**config.mk**
```make
export PLATFORM = sky130hd
export DESIGN_NAME = n1_pbus_tgt
export DESIGN_NICKNAME = d
export VERILOG_FILES = /design/src/rtl/n1_pbus_tgt_pkg.sv /design/src/rtl/n1_pbus_tgt_queue.sv /design/src/rtl/n1_pbus_tgt.sv
export SDC_FILE = /design/constraint.sdc
export NUM_CORES = 1
export LEC_CHECK = 0
export CAP_MARGIN = 15
export CORE_MARGIN = 2
export CORE_UTILIZATION = 43
export CTS_CLUSTER_SIZE = 30
export DETAILED_ROUTE_END_ITERATION = 8
export GPL_ROUTABILITY_DRIVEN = 0
export PLACE_DENSITY_LB_ADDON = 0.12
export SYNTH_ARGS = -nofsm -noshare
export SYNTH_HDL_FRONTEND = slang
export SYNTH_SLANG_ARGS = --single-unit
```
**constraint.sdc**
```tcl
create_clock -name clk_i -period 2.35 [get_ports clk_i]
set_clock_uncertainty 0.2 [all_clocks]
set_input_delay 0.47 -clock clk_i [delete_from_list [all_inputs] [get_ports clk_i]]
set_output_delay 0.47 -clock clk_i [all_outputs]
set_load 0.1 [all_outputs]
```
**src/rtl/n1_pbus_tgt_pkg.sv**
```systemverilog
// Shared types and sizes for the N1 program-bus target.
// The range-check option is controlled by N1_PBUS_TGT_RANGE_CHECK_EN (see n1_pbus_tgt).
package n1_pbus_tgt_pkg;

  localparam int QUEUE_DEPTH = 2;
  localparam int CNT_W       = 3;
  localparam int FILL_W      = $clog2(QUEUE_DEPTH + 1);

  typedef enum logic [1:0] {
    IDLE   = 2'b00,
    WAIT   = 2'b01,
    ACCESS = 2'b10
  } tgt_state_t;

endpackage

```
**src/rtl/n1_pbus_tgt_queue.sv**
```systemverilog
// Two-entry request FIFO for the program-bus target.
// Each entry is an opaque word; the top packs the address (and optional range flag) into it.
module n1_pbus_tgt_queue
  import n1_pbus_tgt_pkg::*;
#(
  parameter int ENTRY_W = 12
) (
  input  logic               clk_i,
  input  logic               async_rst_i,
  input  logic               push_i,
  input  logic               pop_i,
  input  logic               flush_i,
  input  logic [ENTRY_W-1:0] push_entry_i,
  output logic [ENTRY_W-1:0] head_o,
  output logic [FILL_W-1:0]  fill_o,
  output logic [FILL_W-1:0]  fill_nxt_o
);

  localparam int PTR_W = $clog2(QUEUE_DEPTH);

  logic [ENTRY_W-1:0] entry_q [QUEUE_DEPTH];
  logic [PTR_W-1:0]   rd_ptr_q, rd_ptr_d;
  logic [PTR_W-1:0]   wr_ptr_q, wr_ptr_d;
  logic [FILL_W-1:0]  fill_q, fill_d;

  // NOTE: every variable gets a default at the top of always_comb, so no path can infer a latch.
  always_comb begin
    rd_ptr_d = rd_ptr_q;
    wr_ptr_d = wr_ptr_q;
    fill_d   = fill_q;
    if (flush_i) begin
      rd_ptr_d = '0;
      wr_ptr_d = '0;
      fill_d   = '0;
    end else begin
      if (push_i) wr_ptr_d = wr_ptr_q + PTR_W'(1);
      if (pop_i)  rd_ptr_d = rd_ptr_q + PTR_W'(1);
      case ({push_i, pop_i})
        2'b10:   fill_d = fill_q + FILL_W'(1);
        2'b01:   fill_d = fill_q - FILL_W'(1);
        default: fill_d = fill_q;
      endcase
    end
  end

  // NOTE: state registers use non-blocking assignments so every flop samples pre-edge values.
  always_ff @(posedge clk_i or negedge async_rst_i) begin
    if (!async_rst_i) begin
      rd_ptr_q <= '0;
      wr_ptr_q <= '0;
      fill_q   <= '0;
    end else begin
      rd_ptr_q <= rd_ptr_d;
      wr_ptr_q <= wr_ptr_d;
      fill_q   <= fill_d;
    end
  end

  // NOTE: entry storage is not reset; fill alone decides whether an entry is meaningful.
  always_ff @(posedge clk_i) begin
    if (push_i && !flush_i) entry_q[wr_ptr_q] <= push_entry_i;
  end

  assign head_o     = entry_q[rd_ptr_q];
  assign fill_o     = fill_q;
  assign fill_nxt_o = fill_d;

endmodule

```
**src/rtl/n1_pbus_tgt.sv**
```systemverilog
// Wishbone-pipelined program-bus target: 2-deep request queue, wait-state FSM, sync memory read.
// Define N1_PBUS_TGT_RANGE_CHECK_EN to answer out-of-range addresses with err instead of aliasing.
module n1_pbus_tgt
  import n1_pbus_tgt_pkg::*;
#(
  parameter  int PBUS_AADR_WIDTH = 16,
  parameter  int PBUS_DAT_WIDTH  = 16,
  parameter  int MEM_DEPTH       = 4096,
  parameter  int WAIT_CYCLES     = 0,
  localparam int MEM_AW          = $clog2(MEM_DEPTH)
) (
  input  logic                       clk_i,
  input  logic                       async_rst_i,
  input  logic                       pbus_cyc_i,
  input  logic                       pbus_stb_i,
  input  logic [PBUS_AADR_WIDTH-1:0] pbus_adr_i,
  output logic                       pbus_ack_o,
  output logic                       pbus_err_o,
  output logic                       pbus_stall_o,
  output logic [PBUS_DAT_WIDTH-1:0]  pbus_dat_o,
  output logic                       mem_re_o,
  output logic [MEM_AW-1:0]          mem_adr_o,
  input  logic [PBUS_DAT_WIDTH-1:0]  mem_rdat_i,
  output logic [1:0]                 prb_tgt_state_o,
  output logic [2:0]                 prb_tgt_cnt_o,
  output logic [1:0]                 prb_tgt_fill_o
);

  localparam tgt_state_t       START_STATE = (WAIT_CYCLES > 0) ? WAIT : ACCESS;
  localparam logic [CNT_W-1:0] WAIT_LOAD   = (WAIT_CYCLES > 0) ? CNT_W'(WAIT_CYCLES - 1) : '0;

  tgt_state_t                state_q, state_d;
  logic [CNT_W-1:0]          cnt_q, cnt_d;
  logic                      ack_q, ack_d;
  logic                      err_q, err_d;
  logic [PBUS_DAT_WIDTH-1:0] dat_q;
  logic                      mem_re;
  logic                      accept, pop, head_oor;
  logic [FILL_W-1:0]         fill, fill_nxt;
  logic [MEM_AW-1:0]         head_adr;

`ifdef N1_PBUS_TGT_RANGE_CHECK_EN
  localparam int ENTRY_W = MEM_AW + 1;
  logic [ENTRY_W-1:0] push_entry, head_entry;
  logic               adr_oor;
  assign adr_oor    = 32'(pbus_adr_i) >= 32'(MEM_DEPTH);
  assign push_entry = {adr_oor, pbus_adr_i[MEM_AW-1:0]};
  assign head_oor   = head_entry[MEM_AW];
`else
  localparam int ENTRY_W = MEM_AW;
  logic [ENTRY_W-1:0] push_entry, head_entry;
  // Without the range check the upper address bits are ignored, so addresses alias.
  assign push_entry = pbus_adr_i[MEM_AW-1:0];
  assign head_oor   = 1'b0;
  if (PBUS_AADR_WIDTH > MEM_AW) begin : g_adr_hi
    logic unused_adr_hi;
    assign unused_adr_hi = ^pbus_adr_i[PBUS_AADR_WIDTH-1:MEM_AW];
  end
`endif

  assign head_adr     = head_entry[MEM_AW-1:0];
  assign pbus_stall_o = (fill == FILL_W'(QUEUE_DEPTH));
  assign accept       = pbus_cyc_i & pbus_stb_i & ~pbus_stall_o;
  assign pop          = (state_q == ACCESS);

  n1_pbus_tgt_queue #(
    .ENTRY_W (ENTRY_W)
  ) u_queue (
    .clk_i        (clk_i),
    .async_rst_i  (async_rst_i),
    .push_i       (accept),
    .pop_i        (pop),
    .flush_i      (~pbus_cyc_i),
    .push_entry_i (push_entry),
    .head_o       (head_entry),
    .fill_o       (fill),
    .fill_nxt_o   (fill_nxt)
  );

  // Starting decisions look at the post-edge fill, so a request accepted this edge is served next cycle.
  always_comb begin
    state_d = state_q;
    cnt_d   = cnt_q;
    ack_d   = 1'b0;
    err_d   = 1'b0;
    mem_re  = 1'b0;
    unique case (state_q)
      IDLE: begin
        if (fill_nxt != '0) begin
          state_d = START_STATE;
          cnt_d   = WAIT_LOAD;
        end
      end
      WAIT: begin
        if (cnt_q == '0) state_d = ACCESS;
        else             cnt_d   = cnt_q - CNT_W'(1);
      end
      ACCESS: begin
        if (head_oor) begin
          err_d = 1'b1;
        end else begin
          mem_re = 1'b1;
          ack_d  = 1'b1;
        end
        if (fill_nxt != '0) begin
          state_d = START_STATE;
          cnt_d   = WAIT_LOAD;
        end else begin
          state_d = IDLE;
        end
      end
      default: state_d = IDLE;
    endcase
    // Dropping cyc abandons everything, including a response that would land next cycle.
    if (!pbus_cyc_i) begin
      state_d = IDLE;
      cnt_d   = '0;
      ack_d   = 1'b0;
      err_d   = 1'b0;
    end
  end

  always_ff @(posedge clk_i or negedge async_rst_i) begin
    if (!async_rst_i) begin
      state_q <= IDLE;
      cnt_q   <= '0;
      ack_q   <= 1'b0;
      err_q   <= 1'b0;
      dat_q   <= '0;
    end else begin
      state_q <= state_d;
      cnt_q   <= cnt_d;
      ack_q   <= ack_d;
      err_q   <= err_d;
      if (pbus_ack_o) dat_q <= mem_rdat_i;
    end
  end

  // Memory data arrives in the response cycle; dat_q only keeps it visible afterwards.
  assign pbus_ack_o      = ack_q & pbus_cyc_i;
  assign pbus_err_o      = err_q & pbus_cyc_i;
  assign pbus_dat_o      = pbus_ack_o ? mem_rdat_i : dat_q;
  assign mem_re_o        = mem_re;
  assign mem_adr_o       = mem_re ? head_adr : '0;
  assign prb_tgt_state_o = state_q;
  assign prb_tgt_cnt_o   = cnt_q;
  assign prb_tgt_fill_o  = fill;

endmodule

```
==> flow_summary.toml <==
[sta]
rsz0062_at_grt = "no"
hold-worst-slack_ns = 0.314
period_minus_slack_ns = 2.29
setup_tns_ns = 0
slew_viol_final = 0
max_freq_ghz = 0.436
fin_crit_sh_pct = 97.6
final-setup-viol-count = 0
finalHoldViolations = 0

[global_routing]
grt_pass1_vias = 1360
grt_max_degree = 23
track_usage_pct = 17.5
antenna_found_initial = 0
grt_pass1_wl_um = 6540
overflow = 0

[critical_path]
cp.required_ns = 1.68
cpPeakStageDelay_ns = 0.33
startpoint_type = "input port"
crit_fanout = 8
arrival_ns = 1.62
critical_path_class = "input port to primary output"
critPathSlowestCell = "mux2_4"
crit_chain = "dlygate4sd2_1, nand2_2, bufbuf_16, mux2_4, buf_12"
end_kind = "primary output"

[die]
die-area_um2 = 4910
top_level_ports = 75
initial_core_util_pct = 44.0
die_w_um = 70.1
num_rows = 24
chipHeight_um = 70.1
core_um2 = 4260

[yosys]
netlist_area_um2 = 1880
synth_top_family_by_area = "multiplexers"
synthXorXnorAreaFrac_pct = 1.40
synth_seq_cells = 46
synthAdderAreaFrac_pct = 0.667
synth_cells = 124
yosysUniqueCellTypes = 26
synth_area_leader_cell = "edfxtp_1"
synth-seq-area-share_pct = 67.7
synth.avg_cell_area_um2 = 15.1
synth_top_area_share_pct = 38.4
synth_area_leaders = "edfxtp_1 (38%), dfrtp_1 (29%), mux2_1 (7.2%), mux2i_1 (6.4%), nor2b_1 (4.0%)"
synth_simple_gate_area_share_pct = 8.20
synthMuxAreaShare_pct = 16.0
synth_compound_area_share_pct = 1.47
yosysWarningCount = 0

[cts]
htree_levels = 2
cts_tree = "built"
path_clk_slew_ns = 0.08
cts_setup_buffers = 0
cts-root-buf = "clkbuf_8"
clock_latency_ns = 0.29
clock_sinks = 46
cts_buffers = 5
cts_buffer_depth = 2
holdBufCountCts = 0

[outcome]
status = "complete, no violations"

[final_layout]
nFillCells = 263
drive_gt1_share_pct = 39.9
syn2layout_area_growth_pct = 67.7
nNetsFinal = 234
fin_area_um2 = 3150
n_antenna_cell = 0

[worst_hold_path]
min_path_type = "input port to asynchronous set/reset pin"

[route]
ant_nets = 0
vias = 1212
drt_pre_antenna_iters = 2
drt_iter0_markers = 30
wl_per_cell_um = 15.5
drc = 0
routed_wirelength_um = 3870
vias_per_cell = 4.85

[placement]
placed_cell_area_um2 = 3010
port-buffer-count = 65
hpwl_um = 2770

[job]
drv_cap = 0
==> sequential cells by signal, indices dropped and copies added (netlist names) <==
register and count:
u_queue.entry_q 24, dat_q 16, ack_q 1, u_queue.wr_ptr_q 1, u_queue.fill_o 2, prb_tgt_state_o 1
u_queue.rd_ptr_q 1
==> routing by layer <==
metal	share of wire (%)	up-vias	GRT usage, %
li1	-	568	-
met1	34	591	18.6
met2	57	48	32.5
met3	7.3	5	6.06
met4	1.3	0	5.13
met5	0	-	0
==> layout by cell type (no fill, tap or decap), drive strengths merged, types with 3 or more instances in the layout <==
cell            n
buf            40
nor2b          12
mux2           16
clkbuf          6
mux2i          12
conb            5
clkdlybuf4s50  30
dfrtp          22
nor2            4
edfxtp         24
inv             4
a21oi           3
==> through the flow <==
step                      cells  setup WS, ns  utilization, %
after floorplan             128        0.0600               -
after global placement      241       -0.0809            70.5
after detailed placement    241       -0.0872            70.5
after CTS                   250        0.0451            73.8
after global routing        250       0.00843            73.8
final                       250        0.0552            73.8
==> synthesized netlist by cell type <==
master	instances
nor2_1	4
conb_1	1
xor2_1	1
a21o_1	1
edfxtp_1	24
nand2_2	1
dfrtp_1	22
nand2b_1	2
o21ai_0	1
xnor2_1	2
nand3_1	2
buf_2	2
inv_1	4
clkbuf_1	1
nand3b_1	1
mux2_2	4
mux2i_1	12
a21oi_1	3
nor3_1	1
ha_1	1
mux2_1	12
nor4bb_1	1
nor2b_1	12
and2_1	1
or3_1	1
buf_4	7
==> cells by family after synthesis <==
kind of cell	count (synthesis)
xor+xnor	3
flops	46
buf+inv	14
other cells	1
mux	28
simple gates	26
compound gates	5
fa+ha+maj	1
==> worst max-delay path, delay by kind of cell <==
family	cells	cell delay [ns]
multiplexers	1	0.33
AND/OR/NAND/NOR	1	0.11
buffers and inverters	3	0.71
==> timing repair <==
item | in CTS | in global routing
resized for setup | 20 | 0
endpoints found under the setup margin | 16 | 0
endpoints found under the hold margin | 0 | 0
==> path summary, 6_finish.rpt <==
check	start	to	slack [ns]	cells past startpoint
worst max-delay path	pbus_cyc_i	pbus_dat_o[0]	0.06	5
worst min-delay path	async_rst_i	dat_q[8]	0.31	2
worst max register to register	u_queue.fill_o[0]	u_queue.fill_o[1]	0.41	5
worst min register to register	dat_q[8]	dat_q[8]	0.32	1
max in group asynchronous	async_rst_i	u_queue.fill_o[1]	1.39	2
min in group clk_i	dat_q[8]	dat_q[8]	0.32	1
==> area by class of cell <==
cell class                 instances  area [µm²]  share of cell area (%)
sequential                        46        1270                    40.5
multi-input combinational         68         656                    20.8
clock buffer                       6        72.6                    2.31
inverter                           4        15.0                   0.477
timing repair buffer              72        1050                    33.5
clock inverter                     2        8.76                   0.278
tap                               52        65.1                    2.07
Power is not shown: default switching activity piles up to over one toggle a cycle in this logic, so the estimate is an artifact.
